`src/rtl/inst_fetch_queue_if.sv`:
```
// -----------------------------------------------------------------------------
// inst_fetch_queue_if
//   Handshake bundle between fetch (push side), decode (pop side) and the
//   instruction fetch queue.
//   master : fetch/decode side, drives flush, push_valid/push_inst/push_pc and
//            pop_ready; observes everything the queue reports.
//   slave  : the queue itself.
//   Signals:
//     flush         redirect, discard every queued entry
//     push_valid    fetch presents {push_pc, push_inst}
//     push_ready    queue can accept (occupancy below DEPTH)
//     push_inst     fetched instruction word
//     push_pc       PC of push_inst
//     pop_valid     head entry valid
//     pop_ready     decode consumes the head
//     pop_inst      head instruction (NOP when nothing valid)
//     pop_imm_field pop_inst[31:7] for the immediate generator
//     pop_pc        head PC (0 when nothing valid)
//     count         current occupancy
// -----------------------------------------------------------------------------
interface inst_fetch_queue_if #(
  parameter int DEPTH = 4
);
  localparam int PTR_W = $clog2(DEPTH);

  logic             flush;
  logic             push_valid;
  logic             push_ready;
  logic [31:0]      push_inst;
  logic [31:0]      push_pc;
  logic             pop_valid;
  logic             pop_ready;
  logic [31:0]      pop_inst;
  logic [24:0]      pop_imm_field;
  logic [31:0]      pop_pc;
  logic [PTR_W:0]   count;

  modport master (
    output flush, push_valid, push_inst, push_pc, pop_ready,
    input  push_ready, pop_valid, pop_inst, pop_imm_field, pop_pc, count
  );

  modport slave (
    input  flush, push_valid, push_inst, push_pc, pop_ready,
    output push_ready, pop_valid, pop_inst, pop_imm_field, pop_pc, count
  );
endinterface

```
`src/rtl/inst_fetch_queue.sv`:
```
// -----------------------------------------------------------------------------
// inst_fetch_queue
//   Small FIFO of {pc, instruction} pairs between fetch and decode, so a
//   decode stall does not throttle the fetch path cycle by cycle. The head
//   entry is presented combinationally; a redirect (flush) empties the queue.
//
//   Parameters:
//     DEPTH    number of entries (power of two, >= 2)
//     NOP_INST word shown on pop_inst when no valid head (addi x0,x0,0)
//
//   Ports:
//     clk  rising-edge clock
//     rst  asynchronous, active-high reset
//     q    inst_fetch_queue_if.slave (push/pop handshakes, flush, count)
//
//   Build option:
//     IFQ_BYPASS_EN  when defined, an instruction pushed into an empty queue
//                    while decode is ready goes straight to the pop outputs in
//                    the same cycle and is never written. Undefined: push to
//                    pop latency is always one cycle.
// -----------------------------------------------------------------------------
module inst_fetch_queue #(
  parameter int          DEPTH    = 4,
  parameter logic [31:0] NOP_INST = 32'h0000_0013
) (
  input logic                  clk,
  input logic                  rst,
  inst_fetch_queue_if.slave    q
);
  localparam int             PTR_W      = $clog2(DEPTH);
  localparam logic [PTR_W:0] FULL_COUNT = (PTR_W+1)'(DEPTH);

  typedef struct packed {
    logic [31:0] pc;
    logic [31:0] inst;
  } entry_t;

  entry_t           mem [DEPTH];
  logic [PTR_W-1:0] wr_ptr;
  logic [PTR_W-1:0] rd_ptr;
  logic [PTR_W:0]   count_q;

  logic head_valid;
  logic bypass;
  logic push_fire;
  logic pop_fire;

  assign head_valid = (count_q != '0);

`ifdef IFQ_BYPASS_EN
  // Empty queue, decode ready: hand the fetched word straight through.
  assign bypass = !head_valid && q.push_valid && q.pop_ready && !q.flush;
`else
  assign bypass = 1'b0;
`endif

  // push_ready comes only from the registered count, so fetch never sees a
  // combinational path from pop_ready or flush.
  assign q.push_ready = (count_q != FULL_COUNT);

  // A bypassed instruction is consumed on the spot and must not be stored.
  assign push_fire = q.push_valid && q.push_ready && !bypass;
  assign pop_fire  = head_valid && q.pop_ready;

  // NOTE: sequential state uses non-blocking assignments so every flop samples
  // the pre-edge values regardless of the order the blocks are evaluated in.
  always_ff @(posedge clk or posedge rst) begin
    if (rst) begin
      wr_ptr  <= '0;
      rd_ptr  <= '0;
      count_q <= '0;
    end else if (q.flush) begin
      // Redirect wins over any push or pop in the same cycle.
      wr_ptr  <= '0;
      rd_ptr  <= '0;
      count_q <= '0;
    end else begin
      // DEPTH is a power of two, so pointer wrap is the natural overflow.
      if (push_fire) wr_ptr <= wr_ptr + PTR_W'(1);
      if (pop_fire)  rd_ptr <= rd_ptr + PTR_W'(1);
      case ({push_fire, pop_fire})
        2'b10:   count_q <= count_q + (PTR_W+1)'(1);
        2'b01:   count_q <= count_q - (PTR_W+1)'(1);
        default: count_q <= count_q;
      endcase
    end
  end

  // NOTE: the storage array has no reset; an entry is only ever observed after
  // it has been written, and leaving it unreset lets it map to plain RAM/flops
  // without a reset network.
  always_ff @(posedge clk) begin
    // rst gates the write so a reset overlapping an edge leaves no stray entry.
    if (push_fire && !q.flush && !rst) begin
      mem[wr_ptr] <= '{pc: q.push_pc, inst: q.push_inst};
    end
  end

  // NOTE: every output gets its default first, so no path through this block
  // leaves a signal unassigned and no latch is inferred.
  always_comb begin
    q.pop_valid = 1'b0;
    q.pop_inst  = NOP_INST;
    q.pop_pc    = '0;
    if (head_valid) begin
      q.pop_valid = 1'b1;
      q.pop_inst  = mem[rd_ptr].inst;
      q.pop_pc    = mem[rd_ptr].pc;
    end else if (bypass) begin
      q.pop_valid = 1'b1;
      q.pop_inst  = q.push_inst;
      q.pop_pc    = q.push_pc;
    end
  end

  assign q.pop_imm_field = q.pop_inst[31:7];
  assign q.count         = count_q;

`ifndef SYNTHESIS
  a_count_bound : assert property (@(posedge clk) disable iff (rst)
    count_q <= FULL_COUNT);

  // When full the pointers coincide, so the low count bits only track the
  // pointer distance below full.
  a_count_ptrs : assert property (@(posedge clk) disable iff (rst)
    (count_q != FULL_COUNT) |-> (count_q[PTR_W-1:0] == PTR_W'(wr_ptr - rd_ptr)));
`endif

endmodule

```
`src/flat_wrapper.sv`:
```
// flat-port wrapper written by rule: the top's interface ports become plain ports
module inst_fetch_queue_flat 
#(
  parameter int          DEPTH    = 4,
  parameter logic [31:0] NOP_INST = 32'h0000_0013
)
  (clk, rst, q_flush, q_push_valid, q_push_inst, q_push_pc, q_pop_ready, q_push_ready, q_pop_valid, q_pop_inst, q_pop_imm_field, q_pop_pc, q_count);
  inst_fetch_queue_if #(.DEPTH(DEPTH)) q_i ();
  input logic clk;
  input logic rst;
  input wire logic [$bits(q_i.flush)-1:0] q_flush;
  input wire logic [$bits(q_i.push_valid)-1:0] q_push_valid;
  input wire logic [$bits(q_i.push_inst)-1:0] q_push_inst;
  input wire logic [$bits(q_i.push_pc)-1:0] q_push_pc;
  input wire logic [$bits(q_i.pop_ready)-1:0] q_pop_ready;
  output wire logic [$bits(q_i.push_ready)-1:0] q_push_ready;
  output wire logic [$bits(q_i.pop_valid)-1:0] q_pop_valid;
  output wire logic [$bits(q_i.pop_inst)-1:0] q_pop_inst;
  output wire logic [$bits(q_i.pop_imm_field)-1:0] q_pop_imm_field;
  output wire logic [$bits(q_i.pop_pc)-1:0] q_pop_pc;
  output wire logic [$bits(q_i.count)-1:0] q_count;
  assign q_i.flush = q_flush;
  assign q_i.push_valid = q_push_valid;
  assign q_i.push_inst = q_push_inst;
  assign q_i.push_pc = q_push_pc;
  assign q_i.pop_ready = q_pop_ready;
  assign q_push_ready = q_i.push_ready;
  assign q_pop_valid = q_i.pop_valid;
  assign q_pop_inst = q_i.pop_inst;
  assign q_pop_imm_field = q_i.pop_imm_field;
  assign q_pop_pc = q_i.pop_pc;
  assign q_count = q_i.count;
  inst_fetch_queue #(.DEPTH(DEPTH), .NOP_INST(NOP_INST)) u_core (.clk(clk), .rst(rst), .q(q_i));
endmodule
```
`config.mk`:
```
export PLATFORM = sky130hd
export DESIGN_NAME = inst_fetch_queue_flat
export DESIGN_NICKNAME = d
export VERILOG_FILES = /design/src/rtl/inst_fetch_queue_if.sv /design/src/rtl/inst_fetch_queue.sv /design/src/flat_wrapper.sv
export SDC_FILE = /design/constraint.sdc
export NUM_CORES = 1
export LEC_CHECK = 0
export CAP_MARGIN = 0
export CELL_PAD_IN_SITES_DETAIL_PLACEMENT = 0
export CELL_PAD_IN_SITES_GLOBAL_PLACEMENT = 1
export CORE_MARGIN = 2
export CORE_UTILIZATION = 46
export CTS_BUF_LIST = sky130_fd_sc_hd__clkbuf_16
export CTS_CLUSTER_SIZE = 30
export DETAILED_ROUTE_END_ITERATION = 8
export PLACE_DENSITY_LB_ADDON = 0.1
export SLEW_MARGIN = 20
export SYNTH_ARGS = -nofsm -noshare
export SYNTH_HDL_FRONTEND = slang
export SYNTH_SLANG_ARGS = --single-unit
```
`constraint.sdc`:
```
create_clock -name clk -period 4.4 [get_ports clk]
set_clock_uncertainty 0.2 [all_clocks]
set_input_delay 0.88 -clock clk [delete_from_list [all_inputs] [get_ports clk]]
set_output_delay 0.88 -clock clk [all_outputs]
set_load 0.01 [all_outputs]
```
Yosys cells after proc, flatten, opt, wreduce, memory -nomap -nowiden
Memory sizes are Yosys's and may differ from the RTL's.
Index checks and enable logic that the tools add are counted.
{ "classes": {"n_reduce_logical": 10, "n_lt_le_gt_ge": 0, "n_eq_ne": 3, "shifts": 0, "bitwise_logic": 0, "n_addsub": 4, "mux": 11, "mul": 0, "div_mod_pow": 0} }
{ "op_table": {"columns": ["operator", "n"], "rows": [
  ["$mux W32", 2],
  ["$mux W2", 4],
  ["$pmux W3 S2", 1],
  ["$reduce_bool A3 Y1", 2],
  ["$add A2 B1 Y2 const B", 2],
  ["$logic_and A1 B1 Y1", 4],
  ["$reduce_bool A2 Y1", 2],
  ["$add A3 B1 Y3 const B", 1],
  ["$mux W1", 3],
  ["$mux W3", 1],
  ["$ne A3 B3 Y1 const B", 1],
  ["$sub A3 B1 Y3 const B", 1],
  ["$eq A2 B1 Y1 const B", 1],
  ["$eq A2 B2 Y1 const B", 1],
  ["$logic_not A1 Y1", 2]
]} }
{ "word_totals": {"mem_count": 1, "mem_bits_rw": 256, "out_inout_bits": 94, "word_cells": 32, "mem_bits_ro": 0, "input_bits": 69, "latch_bits": 0, "ff_bits": 7} }
{ "memory_table": {"columns": ["name", "words", "width", "read_ports", "rd_clocked_by_memory_dff", "wr", "line_no", "text"], "rows": [
  ["u_core.mem", 4, 64, 1, 0, 1, "inst_fetch_queue.sv:38", "entry_t mem [DEPTH];"]
]} }

Longest topological paths before layout
Gate-level depths: netlist (run 1).
{ "depth": {"depth_word": 6, "depth_mapped": 9, "depth_no_buf": 7} }

Least setup slack after synthesis (run 1)
Ideal clock, no wire load.
{ "synth_path": {"path_kind": "input to register", "startpoint": "input port q_push_valid", "endpoint": "memory u_core.mem[0][0] (netlist name), enable pin", "setup_time_ps": 429, "slack_ps": 712, "arrival_ps": 3059, "required_ps": 3771, "n_path_buf": 1, "cell_stages": 4, "cell_sequence": "clkbuf_1 > nand2_1 > nor3_1 > and2_1"} }
{ "synth_between": {"elab_chain_len": 5} }
{ "synth_rtl": {"columns": ["element", "line_no", "text"], "rows": [
  ["from (decl)", "flat_wrapper.sv:12", "input wire logic [$bits(q_i.push_valid)-1:0] q_push_valid;"],
  ["$logic_and A1 B1 Y1", "inst_fetch_queue.sv:62", "assign push_fire = q.push_valid && q.push_ready && !bypass;"],
  ["$logic_and A1 B1 Y1 (2 in a row)", "inst_fetch_queue.sv:94", "if (push_fire && !q.flush && !rst) begin"],
  ["$mux W1", "inst_fetch_queue.sv:94", null],
  ["$mux W1 (not written as such)", "inst_fetch_queue.sv:95", "mem[wr_ptr] <= '{pc: q.push_pc, inst: q.push_inst};"],
  ["to (decl)", "inst_fetch_queue.sv:38", null]
]} }
Every way passes these cells.

Final worst setup path (run 1)
{ "layout_path": {"startpoint": "register u_core.rd_ptr[0]", "endpoint": "output port q_pop_inst[2]"} }
{ "layout_between": {"elab_chain_len": 2} }
{ "layout_rtl": {"columns": ["element", "line_no", "text"], "rows": [
  ["from (decl)", "inst_fetch_queue.sv:40", "logic [PTR_W-1:0] rd_ptr;"],
  ["from (signal assigned)", "inst_fetch_queue.sv:80", "if (pop_fire) rd_ptr <= rd_ptr + PTR_W'(1);"],
  ["$mem_v2 Z4 W64", null, null],
  ["$mux W32", "inst_fetch_queue.sv:105", "if (head_valid) begin"],
  ["to (decl)", "flat_wrapper.sv:18", "output wire logic [$bits(q_i.pop_inst)-1:0] q_pop_inst;"]
]} }
Every way passes these cells.

==> impl_metrics.csv, run 1 <==
group,metric,value,unit
pwr,vdd_drop_max,452,uV
worst_setup_path,path_class,"register to output port",
clock_tree,cts_resized,0,
sta,maxSlewHeadroom,0.589,
status,outcome,"completed",
die,start_util,0.472,
die,std_cell_rows,54,
yosys,synth_cells,497,
sta,period_needed,3940,ps
layout,fin_cells,953,
clock_tree,cts.clk_slew.worst_paths,60,ps
worst_setup_path,cp-end-kind,"output port",
routing,wl_per_cell,20.5,microns
min_path,worstHoldPathType,"register to register",
worst_setup_path,cp-start-kind,"register",
grt,grt_pass1_wl,30300,microns
place,portBuffers,162,
yosys,synth.lib_cells_used.distinct,31,
sta,finalHoldViolCount,0,
routing,dr.pass1.iters,4,
pwr,p_leak,4.21,nW
place,place_congestion,0.708,
die,ios,163,
yosys,syn_nets,571,
worst_setup_path,cp.arrival,2860,ps
clock_tree,cts-root-buf,"clkbuf_16",
layout,area_growth,26.1,%
routing,via_count,4993,
sta,slew_violations,0,
sta,fin_crit_sh,0.896,
routing,vias_per_cell,5.24,
clock_tree,cts.path.max_buffers,3,
yosys,ys_warn_count,0,
clock_tree,cts_made_buffers,27,
grt,antenna_found_initial,1,
yosys,postSynthAreaPerCell,20.9,sq um
yosys,yosysSeqAreaShare,0.757,
routing,drtAntennaViolNets,0,
clock_tree,htree_num_levels,1,
job,max_cap_violations,0,
layout,final_util,0.595,
sta,rsz0062_at_grt,"false",
grt,grt_overflow,0,
routing,drt_iter0_markers,203,
grt,grt_pass1_vias,5346,
place,place_hpwl,11800,microns
clock_tree,cts.sinks,263,
die,die_area,23800,sq um
worst_setup_path,worstPathMaxFanout,19,
layout,nNetsFinal,725,
layout,drive_gt1_frac,0.189,
die,die_h,154,microns
sta,fmax,0.254,GHz
sta,setup_tns,0,ps
grt,grtUsageTotal,0.166,
layout,fillers,1605,
clock_tree,cts_setup_buffers,0,
grt,grt_max_degree,66,
clock_tree,hold_buffers,0,
clock_tree,cts_tree,"built",
worst_setup_path,required,3320,ps
place,placed_cells,902,
yosys,ys_ff_latch,263,
sta,report.final.setup_viol,0,
yosys,synth_area,10400,sq um
die,die_w,154,microns
pwr,powerDensity,475,nW/um^2
die,core,22000,sq um
sta,tightest_slew,613,ps
routing,wl,19600,microns
routing,drc,0,
clock_tree,clock_latency,520,ps
-- cell type report --
type / instances / area, sq um / area share
flip-flops and latches: 263 / 7870 / 0.601
well taps: 280 / 350 / 0.0267
diodes: 1 / 2.50 / 0.000191
clock buffers: 27 / 676 / 0.0516
multi-input cells: 179 / 2190 / 0.167
inverters: 4 / 17.5 / 0.00134
repair buffers: 176 / 1790 / 0.137
clock inverters: 23 / 213 / 0.0162
-- kinds of logic after synthesis --
| family | synth area share |
|---|---|
| buf+inv | 0.0338 |
| flops | 0.757 |
| simple gates | 0.0538 |
| xor+xnor | 0.00337 |
| fa+ha+maj | 0.00674 |
| mux | 0.140 |
| compound gates | 0.00566 |
-- Yosys cell counts --
master,n,share of area
o21ai_0,4,0.0019
or3b_1,1,0.00084
nand2b_1,1,0.00060
and3_1,1,0.00060
nor2_1,6,0.0022
mux4_2,64,0.14
and2_1,66,0.040
buf_4,25,0.018
xnor2_1,2,0.0017
mux2_2,1,0.0011
or2_1,3,0.0018
buf_6,5,0.0054
o211ai_1,1,0.00072
a31oi_1,1,0.00060
edfxtp_1,256,0.74
clkbuf_1,10,0.0036
fa_1,1,0.0019
dfrtp_1,7,0.017
nor3_1,3,0.0014
a21oi_1,2,0.00096
inv_1,4,0.0014
a41oi_1,1,0.00084
nor4_1,1,0.00060
nand3_1,5,0.0024
nand2_1,6,0.0022
or3b_2,1,0.00084
xor2_1,2,0.0017
o22ai_1,1,0.00060
or3_1,1,0.00060
buf_2,11,0.0053
ha_1,4,0.0048
-- through the flow --
stage	cell area, sq um	hold WS [ps]	setup slack, ps	power [W]
after global placement	12200	357	850	0.00405
after floorplan	10400	343	712	0.00354
final	13100	382	460	0.00622
after CTS	13100	387	254	0.00631
after detailed placement	12200	385	817	0.00405
after global routing	13100	411	232	0.00647
-- power breakdown --
part,internal (W),total (W),leakage [nW],switching [W]
sequential,0.00281,0.00286,2.40,0.0000486
clock,0.00135,0.00225,0.460,0.000895
combinational,0.000642,0.00112,1.34,0.000476
-- flip-flops by register name (all words and copies together) (netlist names) --
signal          count
u_core.mem        256
u_core.wr_ptr       2
u_core.rd_ptr       2
u_core.q.count      3
-- critical path: stages (launching register included) --
cell and delay [ps]:
dfrtp_4 670, buf_4 420, mux4_2 580, and2_1 180, clkdlybuf4s50_1 470
-- placed cells by master (no fill, tap or decap), types with 2 or more instances in the layout --
cell             instances
a21oi_1                  2
and2_1                  62
and2_4                   4
buf_12                   5
buf_4                    9
bufinv_16                4
clkbuf_16               27
clkdlybuf4s50_1        162
clkinv_1                 4
clkinv_2                 6
dfrtp_1                  5
dfrtp_4                  2
edfxtp_1               256
ha_1                     4
inv_1                    9
inv_6                    2
mux4_2                  64
nand2_1                  6
nand3_1                  5
nor2_1                   6
nor3_1                   3
o21ai_0                  4
or2_1                    3
xnor2_1                  2
xor2_1                   2
-- routing by layer --
metal	GRT usage	wire, microns	vias to the layer above	part of all wire
met2	0.285	9940	131	0.51
met3	0.0367	1020	18	0.052
met5	0	0	-	0
met1	0.219	8360	2565	0.43
met4	0.0388	232	0	0.012
li1	-	-	2279	-
-- final timing paths --
path,startpoint,slack (ps),cells past startpoint,endpoint
min in group asynchronous,rst,450,2,u_core.wr_ptr[0]
max in group asynchronous,rst,3290,2,u_core.rd_ptr[1]
min,u_core.wr_ptr[1],380,2,u_core.wr_ptr[1]
max,u_core.rd_ptr[0],460,4,q_pop_inst[2]
min reg2reg,u_core.wr_ptr[1],380,2,u_core.wr_ptr[1]
max reg2reg,u_core.q.count[0],1310,7,u_core.q.count[2]
Note: power is estimated with default switching activity, not from simulation.
==> run 2: changes to the inputs <==
--- a/config.mk
+++ b/config.mk
@@ -8,6 +8,7 @@
 export CAP_MARGIN = 0
 export CELL_PAD_IN_SITES_DETAIL_PLACEMENT = 0
 export CELL_PAD_IN_SITES_GLOBAL_PLACEMENT = 1
+export CORE_ASPECT_RATIO = 0.9
 export CORE_MARGIN = 2
 export CORE_UTILIZATION = 46
 export CTS_BUF_LIST = sky130_fd_sc_hd__clkbuf_16
==> constraint.sdc (replaced) <==
create_clock -name clk -period 4.4 [get_ports clk]
set_clock_uncertainty 0.2 [all_clocks]
set_input_delay 1.32 -clock clk [delete_from_list [all_inputs] [get_ports clk]]
set_output_delay 1.32 -clock clk [all_outputs]
set_load 0.01 [all_outputs]
==> run 2 against run 1 <==
Net effect:
- sequential cell count did not move
- combinational power rose by 5%
- non-clock buffer count rose by 5
- via count rose by 0.74%
- hold slack improved by 40 ps
- sequential share of layout area rose by 0.13 points
- clock-buffer cell count did not move
- sequential power barely moved
- final cell count rose by 1.8%
- routed wire length rose by 0.38%
- global-route usage barely moved
- utilization fell by 0.90 points
==> impl_metrics.csv, run 2 (synthesis results as in run 1) <==
group,metric,value,unit
sta,maxSlewHeadroom,0.689,
die,start_util,0.466,
layout,drive_gt1_frac,0.181,
sta,tightest_slew,463,ps
worst_setup_path,r2r_start,"u_core.q.count[1]",
clock_tree,clock_latency,510,ps
worst_setup_path,worst-path-buf-inv,4,
layout,num_antenna_cells,0,
pwr,powerDensity,456,nW/um^2
place,place_congestion,0.749,
min_path,worstHoldPathType,"register to register",
die,core,22300,sq um
sta,fin_crit_sh,0.933,
sta,rsz0062_at_grt,"false",
status,outcome,"completed",
sta,setup_tns,0,ps
sta,finalHoldViolCount,0,
place,place_hpwl,12100,microns
routing,vias_per_cell,5.19,
clock_tree,cts_tree,"built",
routing,wl_met1,8410,microns
grt,grt_max_degree,36,
layout,layout_commonest_cell,"edfxtp_1",
routing,route.met3.wl,992,microns
routing,wl_per_cell,20.2,microns
clock_tree,htree_num_levels,1,
layout,largest_reg_flops,256,
worst_setup_path,startpoint,"u_core.q.count[1]",
routing,via_count,5030,
worst_setup_path,crit_path_end,"q_pop_inst[2]",
sta,slew_violations,0,
worst_setup_path,cp_slowest_cell,"clkdlybuf4s50_1",
clock_tree,cts.clk_slew.worst_paths,60,ps
min_path,worstHoldPathCells,2,
worst_setup_path,worstPathMaxFanout,35,
routing,wl,19600,microns
sta,layout_setup_ws,296,ps
grt,grtUsageTotal,0.166,
place,place_ws,523,ps
clock_tree,cts.path.max_buffers,3,
worst_setup_path,critical_path_depth,6,
worst_setup_path,cp.arrival,2580,ps
routing,drc,0,
worst_setup_path,slowest_delay,560,ps
sta,hold_slack,422,ps
grt,grt_pass1_vias,5383,
layout,fillers,1670,
job,max_cap_violations,0,
routing,drtAntennaViolNets,0,
worst_setup_path,r2r_slack,1630,ps
routing,drt_iter0_markers,211,
layout,layout_common_cells,"edfxtp_1 (256), clkdlybuf4s50_1 (162), mux4_2 (64)",
sta,fmax,0.244,GHz
worst_setup_path,path_class,"register to output port",
clock_tree,cts_setup_buffers,0,
clock_tree,cts.sinks,263,
grt,antenna_found_initial,1,
place,portBuffers,162,
routing,dr.pass1.iters,4,
pwr,vdd_drop_max,302,uV
clock_tree,cts_resized,0,
worst_setup_path,reg2reg_depth,9,
clock_tree,hold_buffers,0,
worst_setup_path,cpLargestDelayFamily,"buffers and inverters",
grt,grt_pass1_wl,30300,microns
die,die_h,147,microns
layout,nNetsFinal,729,
pwr,p_leak,4.18,nW
worst_setup_path,rr_endpoint,"u_core.q.count[2]",
worst_setup_path,cp-start-kind,"register",
die,std_cell_rows,52,
routing,highest_layer,"met5",
worst_setup_path,required,2880,ps
layout,area_growth,25.8,%
grt,grt_overflow,0,
clock_tree,cts-root-buf,"clkbuf_16",
sta,period_needed,4100,ps
layout,largest-register,"u_core.mem",
sta,report.final.setup_viol,0,
die,ios,163,
clock_tree,cts_made_buffers,26,
worst_setup_path,cp-end-kind,"output port",
die,die_area,23800,sq um
routing,wl_met2,9880,microns
die,die_w,162,microns
worst_setup_path,crit_chain,"nor3_1 -> buf_4 -> inv_2 -> buf_12 -> and2_1 -> clkdlybuf4s50_1",
[run 2: cell count changes in the layout (fill, tap and decap cells not counted)]
| cell | previous run | this run |
|---|---|---|
| buf_12 | 5 | 9 |
| buf_4 | 9 | 10 |
| bufinv_16 | 4 | 0 |
| clkinv_1 | 4 | 7 |
| clkinv_2 | 6 | 1 |
| clkinvlp_4 | 1 | 2 |
| diode_2 | 1 | 0 |
| inv_1 | 9 | 12 |
| inv_2 | 0 | 1 |
| inv_4 | 1 | 0 |
| inv_6 | 2 | 0 |
[run 2: worst register-to-register path, cell delays in order (launching register included)]
cell and delay [ps]:
dfrtp_1 500, nor3_1 250, buf_4 170, inv_2 130
buf_12 210, and3_1 210, fa_1 430, nor4_1 270
o21ai_0 110, a31oi_1 190
[run 2: final cells by class]
class	instances	area (sq um)	share of cell area
clock inverter	19	80.1	0.00612
inverter	4	15.0	0.00115
multi-input combinational	179	2190	0.167
clock buffer	27	676	0.0517
sequential	263	7870	0.602
timing repair buffer	181	1880	0.144
tap	297	372	0.0284
[run 2: worst min path at each step]
stage                             endpoint              from
after CTS                 u_core.wr_ptr[1]  u_core.wr_ptr[1]
after global placement    u_core.wr_ptr[1]  u_core.wr_ptr[1]
after floorplan           u_core.wr_ptr[1]  u_core.wr_ptr[1]
after global routing      u_core.wr_ptr[1]  u_core.wr_ptr[1]
after detailed placement  u_core.wr_ptr[1]  u_core.wr_ptr[1]
final                     u_core.wr_ptr[1]  u_core.wr_ptr[1]
[run 2: power breakdown]
group	internal [W]	switching [W]	leakage, nW	total (W)
Combinational	0.000677	0.000502	1.38	0.00118
Clock	0.00110	0.000847	0.396	0.00194
Sequential	0.00281	0.0000318	2.40	0.00284
Total	0.00458	0.00138	4.18	0.00596
[run 2: layer usage]
layer,track usage,vias to the layer above
met5,0,-
met4,0.0336,2
met3,0.0347,30
met2,0.285,146
met1,0.223,2588
li1,-,2264
[run 2: metrics by stage]
step | power (W) | std cells | utilization | area (sq um)
2_1_floorplan | 0.00354 | 497 | - | 10400
4_1_cts | 0.00605 | 970 | 0.586 | 13100
5_1_grt | 0.00622 | 970 | 0.586 | 13100
3_3_place_gp | 0.00408 | 924 | 0.552 | 12300
6_report | 0.00596 | 970 | 0.586 | 13100
3_5_place_dp | 0.00410 | 924 | 0.552 | 12300
